### config.mk
export PLATFORM = sky130hd
export DESIGN_NAME = addsub_operand_sequencer
export DESIGN_NICKNAME = d
export VERILOG_FILES = /design/src/rtl/addsub_pkg.sv /design/src/rtl/addsub_operand_sequencer.sv
export SDC_FILE = /design/constraint.sdc
export NUM_CORES = 1
export LEC_CHECK = 0
export BUFFER_PORTS_ARGS = -buffer_cell sky130_fd_sc_hd__buf_2
export CAP_MARGIN = 0
export CORE_UTILIZATION = 26
export CTS_CLUSTER_SIZE = 12
export DETAILED_ROUTE_END_ITERATION = 10
export SLEW_MARGIN = 30
export SYNTH_ARGS = -nofsm -noshare
export SYNTH_HDL_FRONTEND = slang
export SYNTH_SLANG_ARGS = --single-unit
### constraint.sdc
create_clock -name clk -period 1.8 [get_ports clk]
set_input_delay 0.36 -clock clk [delete_from_list [all_inputs] [get_ports clk]]
set_output_delay 0.36 -clock clk [all_outputs]
set_load 0.05 [all_outputs]
### src/rtl/addsub_pkg.sv
// addsub_pkg: shared state encoding, operation codes and width for the adder-subtractor sequencer
package addsub_pkg;

    localparam int ADDSUB_WIDTH = 4;

    localparam logic OP_ADD = 1'b0;
    localparam logic OP_SUB = 1'b1;

    // IDLE doubles as the "waiting for operand A" state
    typedef enum logic [1:0] {
        IDLE  = 2'd0,
        GET_B = 2'd1,
        EXEC  = 2'd2,
        HOLD  = 2'd3
    } state_t;

endpackage

### src/rtl/addsub_operand_sequencer.sv
// addsub_operand_sequencer: collects A then B+op over a nibble bus, feeds the external
// adder-subtractor and holds its result until accepted.
// Optional macro ADDSUB_SEQ_SIGN_EN adds res_neg, flagging a subtract whose B exceeded A.
module addsub_operand_sequencer
    import addsub_pkg::*;
#(
    parameter int WIDTH = ADDSUB_WIDTH
) (
    input  logic             clk,
    input  logic             rst_n,
    input  logic             clr,
    input  logic [WIDTH-1:0] din,
    input  logic             din_valid,
    input  logic             din_op,
    output logic             din_ready,
    output logic [WIDTH-1:0] add_a,
    output logic [WIDTH-1:0] add_b,
    output logic             add_ctrl,
    input  logic [WIDTH-1:0] add_s,
    input  logic             add_cout,
    output logic [WIDTH-1:0] res,
    output logic             res_cout,
`ifdef ADDSUB_SEQ_SIGN_EN
    output logic             res_neg,
`endif
    output logic             res_valid,
    input  logic             res_ready
);

    state_t state;

    // Operand beats are only taken while collecting A or B
    always_comb din_ready = (state == IDLE) || (state == GET_B);

    // Sequencer FSM with operand and result registers; clr overrides every transition
    always_ff @(posedge clk or negedge rst_n) begin
        if (!rst_n) begin
            state     <= IDLE;
            add_a     <= '0;
            add_b     <= '0;
            add_ctrl  <= OP_ADD;
            res       <= '0;
            res_cout  <= 1'b0;
            res_valid <= 1'b0;
`ifdef ADDSUB_SEQ_SIGN_EN
            res_neg   <= 1'b0;
`endif
        end else if (clr) begin
            state     <= IDLE;
            res_valid <= 1'b0;
`ifdef ADDSUB_SEQ_SIGN_EN
            res_neg   <= 1'b0;
`endif
        end else begin
            case (state)
                IDLE: if (din_valid) begin
                    add_a <= din;
                    state <= GET_B;
                end
                GET_B: if (din_valid) begin
                    add_b    <= din;
                    add_ctrl <= din_op;
                    state    <= EXEC;
                end
                EXEC: begin
                    res       <= add_s;
                    res_cout  <= add_cout;
                    res_valid <= 1'b1;
`ifdef ADDSUB_SEQ_SIGN_EN
                    res_neg   <= (add_ctrl == OP_SUB) && (add_b > add_a);
`endif
                    state     <= HOLD;
                end
                HOLD: if (res_ready) begin
                    res_valid <= 1'b0;
`ifdef ADDSUB_SEQ_SIGN_EN
                    res_neg   <= 1'b0;
`endif
                    state     <= IDLE;
                end
                default: state <= IDLE;
            endcase
        end
    end

endmodule

Word level (Yosys, flattened, before mapping):

Index checks and enable logic that the tools add are counted.

* div/mod/pow operators: 0
* bitwise gates (word level): 1
* shift-type cells: 0
* $lt $le $gt $ge: 0
* multipliers: 0
* eq/ne operators: 6
* add/sub/neg operators: 0
* mux-type cells: 8
* reduce and logical (&&, ||, !) cells: 8

Operators with widths (number)
* 3-bit != test (second input constant): 3
* 3-bit AND reduction: 3
* 2-bit two-way mux: 4
* 2-bit case mux with 4 select lines: 1
* 2-bit == test (second input constant): 2
* 2-bit AND reduction: 2
* 3-bit nonzero test: 1
* 2-bit by 1-bit == test with 1-bit output (second input constant): 1
* 2-bit logical NOT: 1
* 1-bit two-way mux: 2
* 1-bit case mux with 2 select lines: 1
* 1-bit logical OR: 1
* 1-bit NOT: 1

* bits in read-only memories: 0
* memory bits (writable): 0
* bits in registers: 17
* output and inout port bits: 16
* memories kept: 0
* latch bits: 0
* bits of input ports: 15
* logic and storage cells: 30

Longest topological paths before layout:

Gate-level depths: netlist (run 1).

* depth in word-level cells: 3
* mapped depth: 5
* depth with buffers taken out: 5

Worst setup path before layout (run 1):

OpenSTA, ideal clock, no wires.

* kind: register to output
* from: reg state[1]
* to: out din_ready
* data required time: 1.440 ns
* stages on the path, launching flop included: 5
* arrival: 1.049 ns
* slack: 0.391 ns
* cells stage by stage: dfrtp_1 inv_1 ha_1 nor2_1 inv_1

* word-level cells in the longest chain between the ends: 2
* elaborated cells on any way between the ends: 3
* classes of those cells: 1 x eq/ne; 2 x reduce/logical

Ends and longest elaborated chain
* start: declaration: line addsub_operand_sequencer.sv:30 `state_t state;`
* start signal: assignment: line addsub_operand_sequencer.sv:38 `state <= IDLE;`
* start signal: assignment: line addsub_operand_sequencer.sv:49 `state <= IDLE;`
* start signal: assignment: line addsub_operand_sequencer.sv:58 `state <= GET_B;`
* 2-bit by 1-bit == test with 1-bit output or 2-bit logical NOT (tied branches): line addsub_operand_sequencer.sv:33 `always_comb din_ready = (state == IDLE) || (state == GET_B);`
* 1-bit logical OR (*): line addsub_operand_sequencer.sv:33
* end: declaration: line addsub_operand_sequencer.sv:15 `output logic din_ready,`

Mark *: on every way between the ends. The rest lies on a longest branch, timed or not.

Final worst setup path (run 1):

Ends and elaborated chain as after synthesis.

==> results.md, run 1 <==
- The run finished with clean final reports.
- Counting the buffers created by CTS gives 3.
- The count of buffers added on input and output ports is 30.
- Of the total synthesized cell area, the portion taken by full adders, half adders and majority gates is 6.723%.
- The starting density of the core is 27.23%.
- The area enclosed by the die boundary is 3081 µm².
- The peak per-stage delay on the critical path is 0.43 ns.
- The clock-pin slew reported for the worst setup and hold paths after clock tree synthesis is 0.10 ns.
- The final-stage net count is 109.
- After synthesis, the share of cell area in mux cells is 21.18%.
- The gate count of the mapped netlist is 54.
- The tree is rooted in a clkbuf_4.
- The detailed-routed wire length on met3 is 61 µm.
- The die extent in y is 55.51 µm.
- Together, buffers and inverters on the worst path number 3.
- Derived from the worst setup path, the maximum achievable clock frequency is 590.9 MHz.
- The detailed router put a total of 600 µm of wire on met1.
- In this run the worst hold path is classified as in -> reg.
- Routability-driven placement finished with a final weighted congestion of 0.7116.
- The total negative setup slack is 0 ns.
- The synthesized netlist contains 16 unique library cells.
- The synthesized netlist devotes 0% of its cell area to XOR and XNOR gates.
- The simple-gate portion of the synthesized area is 6.555%.
- The endpoint required time on the critical path is 1.44 ns.
- Routed signal wires occupy layers up through met4.
- The routed via count divided by cell count is 4.467.
- Leaving out fill and tap cells, the most frequent cell in the layout is buf_2.
- The multi-input combinational cells in the finished layout cover a total of 306.5 µm².
- The TritonCTS clock tree is built.
- Data on the critical path arrives at its endpoint at 1.33 ns.
- The largest fanout of any net on the critical path is 4.
- The type of the worst setup path is reg -> out.
- The number of filler instances in the final layout is 279.
- The detailed router finished its first iteration with 4 violations.
- Max-cap violations in this run came to 0.
- The later pin in the worst-skew pair is clocked with a latency of 0.29 ns.
- Setup repair after global routing left no endpoint under its margin.
- For this design, the sink count on the clock tree is 17.
- The fraction of layout instances using a drive strength above 1 is 49.44%.
- The horizontal extent of the die is 55.51 µm.
- The boundary pin count is 31.
- In the layout the commonest cells are buf_2, dfrtp_1, mux2_1.
- The sequential cell area in the final layout is 425.4 µm².
- The count of nets left with antenna violations once routing finished came out at 0.
- The wire length per cell after detailed routing is 11.40 µm.
- The clock period minus worst slack is 1.692 ns.
- The total number of H-tree levels is 1.
- After synthesis, the largest family of logic cells by area is multiplexers.
- The wire-length estimate of the detail-placed layout is 1.097 mm.
- The wire length of the first global-routing pass is 2.484 mm.
- For this block, the via count after detailed routing is 536.
- The detailed-route wire length is 1.368 mm.
- The worst setup path is captured at a primary output.
- The final global-route overflow total is 0.
- The floorplan has 19 rows.
- The sequential area share after synthesis is 57.14%.
- The standard cell with the maximum stage delay on the critical path is dfrtp_1.
- The critical path goes through inv_2 > ha_1 > nor2_1 > inv_1 > buf_4.
- The register bit total from synthesis is 17.
- The residual DRC count is 0.
- In the detailed route, the total length drawn on met2 is 686 µm.
- The layout overhead on the synthesized area is 31.09%.
- The total iterations of the first detailed-routing run is 2.
- The synthesized area is 744.5 µm².
- The number of nets in the synthesized netlist is 73.
- The area fraction in compound gates after synthesis is 6.387%.
- The global routing usage summed across all routing layers is 10.35%.
- The number of pins with negative max-slew slack in the final report is 0.
- The number of global-route vias before repair is 575.
- The worst-case clock buffer depth is 2.
- At the pin with the least slew margin, the transition time is 0.3736 ns.
- The initial antenna violation count is 0.
- The relative max-transition margin is 75.09%.
- The core region is 2734 µm².
- Entering global routing, the biggest net connects 18 pins.
- In this run the post-CTS setup repair buffer count came out at 0.
- In the finished design, the share of the clock period the worst path needs comes to 94.03%.
- The worst clock skew is 0.002626 ns.
- The count of endpoints failing hold in the final timing report was 0.
- STA classifies the critical path startpoint as a flip-flop.
- The number of warnings reported in the yosys synthesis log is 0.
- The antenna diode count is 0.
- The synthesized area divided by synthesized cell count is 13.79 µm².
- The kind of cell with the highest combined delay along the critical path is flip-flops.
- Setup violations remaining at the end of the flow were counted as 0.
==> stage by stage <==
step	hold WS [ns]	setup slack [ns]	std cells	cell area, µm²	utilization (%)
floorplan	0.06441	0.3910	54	744.5	-
global route	0.2786	0.01373	120	975.9	35.70
global placement	0.3020	0.3236	115	933.4	34.14
CTS	0.2683	0.009091	120	973.4	35.61
detailed placement	0.3028	0.2900	115	933.4	34.14
finish	0.2786	0.1075	120	975.9	35.70
==> sequential cells by signal, summed over array words and instances, names as in the netlist <==
| register | flops |
|---|---|
| add_a | 4 |
| add_b | 4 |
| res | 4 |
| state | 2 |
| add_ctrl | 1 |
| res_cout | 1 |
| res_valid | 1 |
==> path summary, 6_finish.rpt <==
path	from	endpoint	slack [ns]	cells after the start
worst max-delay path	state[1]	din_ready	0.11	5
worst min-delay path	din_op	add_ctrl	0.28	2
worst max register to register	state[1]	state[0]	0.32	5
worst min register to register	add_b[2]	add_b[2]	0.49	1
max in group asynchronous	rst_n	add_b[3]	1.01	2
min in group asynchronous	rst_n	add_ctrl	0.52	2
==> worst register-to-register path, cell delays in order (launching register included) <==
cell and delay [ns]:
dfrtp_1 0.43, inv_2 0.08, ha_1 0.22, o21bai_1 0.28
a21oi_1 0.11, a311oi_1 0.26
==> Yosys cell counts, drive strengths merged <==
cell type  instances  area [µm²]
a211oi             1       7.510
mux2              14       157.6
a21oi              1       5.000
o21bai             1       7.510
ha                 4       50.05
nor2               3       11.26
inv                4       15.01
a41o               1       10.01
dfrtp             17       425.4
nand2              3       13.77
nand2b             1       6.260
a311oi             1       8.760
a2bb2oi            1       8.760
nor2b              2       17.52
==> timing repair <==
item | in CTS | in global routing
pin swaps | 0 | 0
gates resized for setup | 1 | 2
hold endpoints to repair | 17 | 0
setup endpoints to repair | 1 | 1
hold buffers | 1 | 0
==> routing by layer <==
layer | GRT usage, % | vias to the layer above
li1 | - | 258
met1 | 12.48 | 263
met2 | 16.52 | 13
met3 | 2.576 | 2
met4 | 6.429 | 0
met5 | 0 | -
==> kinds of logic (layout without fill, tap and decap cells) <==
group                    count (synthesis)  in the layout
multiplexers                            14             14
adder cells (fa/ha/maj)                  4              4
AND/OR/NAND/NOR                          9              9
AO/OA/AOI/OAI                            6              6
flip-flops                              17             17
buffers and inverters                    4             39
==> final cells by class <==
type | count | share of cell area, %
clock buffer | 3 | 2.308
clock inverter | 1 | 0.5128
inverter | 4 | 1.538
multi-input combinational | 33 | 31.41
sequential | 17 | 43.59
tap | 31 | 3.974
timing repair buffer | 31 | 16.67
Power of run 1 is left out: the tool's default activity adds up to more than one toggle a clock period on the data nets, which glitch-free logic cannot reach.
==> run 2, diff against run 1 <==
- GPL_TIMING_DRIVEN: not set -> 0
==> results.md, run 2 (synthesized netlist as in run 1, its figures left out) <==
- The worst hold path begins at din_op.
- The clock-pin slew reported for the worst setup and hold paths after clock tree synthesis is 0.10 ns (about the same).
- The critical path goes through inv_1 > ha_2 > nor2_1 > inv_1 > buf_4.
- The finished layout cell area is 991.0 µm² (+1.5%).
- The residual DRC count came to 0 (unchanged).
- The number of logic stages on the critical path including buffering was 5 (unchanged).
- Setup repair after global routing left no endpoint under its margin.
- The clock period minus worst slack was 1.656 ns (-0.03638 ns).
- In this run the worst hold path is classified as in -> reg.
- The initial antenna violation count is 0 (unchanged).
- The worst setup slack for register-to-register paths is 0.35 ns (+0.03 ns).
- The remaining antenna violation count after routing is 0 (unchanged).
- The standard cell with the maximum stage delay on the critical path is dfrtp_1.
- The final clock period utilization by the worst path came to 92.01% (-2.0 points).
- The placement-stage cell area came to 933.4 µm² (unchanged).
- The post-route core utilization is 36.25% (+0.55 points).
- The routed via count is 534 (-0.37%).
- The run finished with clean final reports.
- The largest fanout of any net on the critical path is 4 (unchanged).
- The global routing usage summed across all routing layers came to 10.10% (-0.25 points).
- The total iterations of the first detailed-routing run is 3 (+1).
- The wire length of the first global-routing pass is 2.415 mm (-2.8%).
- The largest registers in the layout are add_a: 4 flops, add_b: 4 flops, res: 4 flops.
- The detailed-placement wirelength estimate came to 1.124 mm (+2.5%).
- The final global-route overflow total is 0 (unchanged).
- The endpoint required time on the critical path is 1.44 ns (about the same).
- The pin count of the biggest net entering global routing is 18 (unchanged).
- The clock latency of the later-clocked register in the worst-skew pair is 0.28 ns (about the same).
- The starting density of the core is 27.23% (unchanged).
- The minimum hold slack is 0.2802 ns (+0.001542 ns).
- The number of design-rule violations left by the first detailed-router iteration is 1 (-3).
- The number of max-cap violations is 0 (unchanged).
- The final-stage net count was 111 (+1.8%).
- TritonCTS built the clock tree.
- The peak per-stage delay on the critical path is 0.41 ns (-0.02 ns).
- The launch point of the worst reg-to-reg path is state[0].
- In this design, the critical path's most frequently occurring cell is inv_1.
- STA classifies the critical path endpoint as a primary output.
- The transition at the pin with the smallest max-transition slack was 0.3793 ns (+0.005714 ns).
- The number of global-route vias before repair is 560 (-2.6%).
- The final weighted congestion in routability-driven placement was 0.7288 (+2.4%).
- The worst clock skew is 0.006550 ns (+0.003924 ns).
- The total core area was 2734 µm² (unchanged).
- The worst flop-to-flop path endpoint is state[0].
- The buffer and inverter count on the worst path is 3 (unchanged).
- The kind of cell with the highest combined delay along the critical path is flip-flops.
- The fmax was 603.8 MHz (+2.2%).
- The antenna diode count is 0 (unchanged).
- The worst endpoint data arrival time was 1.30 ns (-0.03 ns).
- The boundary pin count was 31 (unchanged).
- The root buffer cell chosen for the clock tree is clkbuf_4.
- The number of rows in the core area is 19 (unchanged).
- The clock net sink count was 17 (unchanged).
- The final count of negative-setup-slack endpoints is 0 (unchanged).
- The routed via count divided by cell count came to 4.377 (-2.0%).
- The wire length per cell after detailed routing is 11.51 µm (+0.95%).
- The fraction of layout instances using a drive strength above 1 was 49.45% (about the same).
- Leaving out fill and tap cells, the most frequent cell in the layout is buf_2.
- The layout overhead on the synthesized area is 33.11%.
- The detailed-route wire length is 1.404 mm (+2.6%).
- The length in cells of the worst reg-to-reg path is 5 (unchanged).
- The number of filler instances in the final layout was 275 (-1.4%).
- The relative max-transition margin came to 74.71% (-0.38 points).
- The type of origin of the critical path is a flip-flop.
- The count of buffers from port buffering is 30 (unchanged).
- The die extent in y is 55.51 µm (unchanged).
- The type of the worst setup path is reg -> out.
- The cell depth of the worst min-delay path came to 2 (unchanged).
- The area enclosed by the die boundary came to 3081 µm² (unchanged).
- The total negative setup slack is 0 ns (unchanged).
- The TritonCTS buffer count is 3 (unchanged).
- The horizontal extent of the die is 55.51 µm (unchanged).
- For hold timing, the worst endpoint is add_ctrl.
- The count of endpoints failing hold in the final timing report is 0 (unchanged).
- The worst-case clock buffer depth is 2 (unchanged).
- The total number of H-tree levels is 1 (unchanged).
- In the layout the commonest cells are buf_2, dfrtp_1, mux2_1.
- The number of pins with negative max-slew slack in the final report is 0 (unchanged).
run 2: changes by cell type in the layout (fill, tap and decap cells not counted), sizes merged:
cell | before | now
buf | 30 | 32
run 2: final cells by class:
class                      instances  area [µm²]  share of cell area (%)
sequential                        17       425.4                   42.93
inverter                           4       15.01                   1.515
timing repair buffer              33       177.7                   17.93
multi-input combinational         33       306.5                   30.93
tap                               31       38.79                   3.914
clock buffer                       3       22.52                   2.273
clock inverter                     1       5.005                  0.5051
run 2: how the worst max path moves through the flow:
stage                   from        end
finish              state[0]  din_ready
global placement    state[1]  din_ready
floorplan           state[1]  din_ready
detailed placement  state[1]   state[0]
CTS                 state[1]  din_ready
global route        state[0]  din_ready
run 2: layer usage:
layer  GRT usage (%)  routed length (µm)
met1           10.66                 598
met3           1.405                  48
met4           7.500                  27
met5               0                   0
met2           18.07                 729
run 2: stage by stage:
stage / instances / setup WS [ns]
2_1_floorplan: 54 / 0.3910
3_3_place_gp: 115 / 0.3426
3_5_place_dp: 115 / 0.2963
4_1_cts: 120 / 0.05922
5_1_grt: 122 / 0.02061
6_report: 122 / 0.1439
run 2: timing repair:
action,CTS,global route
hold buffers,1,0
endpoints found under the setup margin,1,1
buffers inserted,0,2
gates resized for setup,1,1
endpoints found under the hold margin,17,0
Power of run 2 is left out for the same reason.
==> run 3, diff against run 2 <==
- ABC_AREA: not set -> 1
==> results.md, run 3 <==
- The flow ran to the end, and the final reports show no timing, DRC or antenna violations.
- The count of placed standard cells in the final layout, fillers left out came to 155 (+27%).
- The boundary pin count is 31 (unchanged).
- The minimum hold slack is 0.2999 ns (+0.01974 ns).
- The count of cell types in the netlist is 11 (-5).
- The remaining antenna violation count after routing is 0 (unchanged).
- The gate count of the mapped netlist came to 87 (+61%).
- The final global-route overflow total was 0 (unchanged).
- The relative max-transition margin is 74.94% (+0.23 points).
- The synthesized design spends more area on one cell type than any other, namely dfrtp_1.
- The residual DRC count came to 0 (unchanged).
- The fraction of layout instances using a drive strength above 1 came to 31.45% (-18 points).
- The global routing usage summed across all routing layers was 10.67% (+0.57 points).
- The kind of end point of the critical path is a primary output.
- The total core area is 2781 µm² (+1.7%).
- The area enclosed by the die boundary is 3201 µm² (+3.9%).
- After synthesis, the most frequently instantiated cells are nand2_1, dfrtp_1, inv_1, o21ai_1, nand3_1.
- The TritonCTS buffer count is 3 (unchanged).
- The total nets after synthesis is 106 (+45%).
- The worst min-delay path category is in -> reg.
- The total number of H-tree levels is 1 (unchanged).
- The total iterations of the first detailed-routing run is 3 (unchanged).
- The most common cell after layout, fill and taps aside is nand2_1.
- The starting density of the core is 27.85% (+0.61 points).
- The total power density per cell area is 2074 nW/µm².
- The number of max-cap violations is 0 (unchanged).
- Relative to the synthesized area, the layout overhead comes to 32.15%.
- The setup slack at placement came to 0.2680 ns (-0.02834 ns).
- The routed via count was 670 (+25%).
- The TritonCTS clock tree is built.
- The wire length per cell after detailed routing is 10.06 µm (-13%).
- The detailed-route wire length came to 1.559 mm (+11%).
- The cell leakage power is 0.5768 nW.
- The worst-case IR drop observed on VDD is 0.9908 mV.
- The worst-case clock buffer depth is 2 (unchanged).
- The sequential area share after synthesis is 54.93% (-2.2 points).
- The transition at the pin with the smallest max-transition slack came to 0.3759 ns (-0.003421 ns).
- The dominant synthesized flop cell is dfrtp_1.
- The count of buffers from port buffering is 30 (unchanged).
- The final count of negative-setup-slack endpoints was 0 (unchanged).
- The largest fanout of any net on the critical path is 4 (unchanged).
- The pin count of the biggest net entering global routing is 18 (unchanged).
- The antenna diode count was 0 (unchanged).
- The number of flops mapped to enable cells by yosys was 0 (unchanged).
- The routed via count divided by cell count is 4.323 (-1.2%).
- The initial antenna violation count is 0 (unchanged).
- The completed layout was analyzed and its total power is 2.122 mW.
- The type of origin of the critical path is a flip-flop.
- The worst clock skew is 0.006640 ns (+0.00009026 ns).
- The worst endpoint data arrival time was 1.34 ns (+0.04 ns).
- The detailed-placement wirelength estimate is 1.245 mm (+11%).
- The register bit total from synthesis is 17 (unchanged).
- The clock period minus worst slack is 1.705 ns (+0.04845 ns).
- The type of the worst setup path is reg -> out.
- The number of rows in the core area is 19 (unchanged).
- Clock tree synthesis selected as its root buffer the cell clkbuf_4.
- The number of pins with negative max-slew slack in the final report came to 0 (unchanged).
- The final weighted congestion in routability-driven placement is 0.7625 (+4.6%).
- The top cell types in the final layout, fill and taps aside, are nand2_1, buf_2, dfrtp_1.
- The clock-pin slew reported for the worst setup and hold paths after clock tree synthesis is 0.09 ns (about the same).
- The die extent in y is 56.58 µm (+1.9%).
- The count of endpoints failing hold in the final timing report was 0 (unchanged).
- The number of warnings reported in the yosys synthesis log is 0 (unchanged).
- The top cell type's share of synthesized area is 54.93% (-2.2 points).
- The clock latency of the later-clocked register in the worst-skew pair is 0.28 ns (about the same).
- The fmax was 586.7 MHz (-2.8%).
- The final-stage net count is 144 (+30%).
- The number of global-route vias before repair is 624 (+11%).
- The setup slack after layout is 0.09545 ns (-0.04845 ns).
- The total instance count after detailed placement is 148 (+29%).
- The largest registers in the layout are add_a: 4 flops, add_b: 4 flops, res: 4 flops.
- The async set or reset register ratio after synthesis is 100.0% (unchanged).
- The synthesized area is 774.5 µm² (+4.0%).
- The horizontal extent of the die is 56.58 µm (+1.9%).
- The synthesized area divided by synthesized cell count is 8.902 µm² (-35%).
- The wire length of the first global-routing pass is 2.677 mm (+11%).
- The clock net sink count came to 17 (unchanged).
- The final clock period utilization by the worst path was 94.70% (+2.7 points).
- The number of design-rule violations left by the first detailed-router iteration is 11 (+10).
- The endpoint required time on the critical path was 1.44 ns (about the same).
- Ranked by total cell area, the synthesized netlist is headed by dfrtp_1, nand2_1, ha_1, o21ai_1, inv_1.
- In the post-synthesis netlist, the cell with the most instances is nand2_1.
[run 3: cell types whose count changed after synthesis, moves of 2 or more]
cell and delta:
mux2_1 -9, nor2b_2 -2, mux2_2 -5, o21ai_1 +9, nand3_1 +7, nor2_1 +2, inv_1 +6, nand2_1 +28
nand3_4 +2
[run 3: repair_timing]
action                                 4_1_cts  5_1_grt
hold buffers                                 1        0
pin swaps                                    0        0
setup buffers                                0        2
endpoints found under the hold margin       17        0
setup endpoints to repair                    1        1
resized for setup                            1        2
[run 3: power by group]
part	switching, mW	internal [mW]	total, mW
Sequential	0.100	0.560	0.660
Combinational	0.937	0.331	1.27
Clock	0.109	0.0859	0.195
Total	1.15	0.977	2.12
[run 3: final timing paths]
kind	start	end	slack, ns	depth (start not counted)
worst max-delay path	state[1]	din_ready	0.1	5
worst min-delay path	din_op	add_ctrl	0.30	3
worst max register to register	state[1]	state[1]	0.55	8
worst min register to register	res[2]	res[2]	0.47	2
max in group asynchronous	rst_n	res[2]	1.00	2
min in group asynchronous	rst_n	add_a[0]	0.53	2
[run 3: cell type report]
type / instances / area [µm²]
fill: 310 / 1758
timing repair buffer: 33 / 181.4
tap: 31 / 38.79
inverter: 11 / 41.29
clock buffer: 4 / 26.28
multi-input combinational: 59 / 310.3
sequential: 17 / 425.4
[run 3: metrics by stage]
stage | utilization, % | TNS, ns | area [µm²]
detailed placement | 34.64 | 0 | 963.4
CTS | 36.03 | 0 | 1002
global route | 36.80 | -0.005963 | 1023
global placement | 34.64 | 0 | 963.4
floorplan | - | 0 | 774.5
finish | 36.80 | 0 | 1023
[run 3: cells by family after synthesis]
| logic type | count (synthesis) | share of synthesized area [%] |
|---|---|---|
| adders and majority gates | 4 | 6.462 |
| DFF | 17 | 54.93 |
| buffers and inverters | 11 | 5.331 |
| AOI/OAI and AO/OA | 10 | 6.461 |
| and+or+nand+nor | 45 | 26.82 |
[run 3: worst max-delay path, cell delays in order (launching register included)]
cell	delay, ns
dfrtp_1	0.42
inv_1	0.11
ha_2	0.22
inv_1	0.05
nand2_1	0.10
buf_6	0.17
[run 3: routing by layer]
| metal | track usage (%) | up-vias | wire [µm] |
|---|---|---|---|
| li1 | - | 351 | - |
| met1 | 13.35 | 306 | 674 |
| met2 | 17.14 | 11 | 796 |
| met3 | 2.535 | 2 | 72 |
| met4 | 5.226 | 0 | 16 |
| met5 | 0 | - | 0 |
No activity file was read; power rests on OpenSTA's default activity.
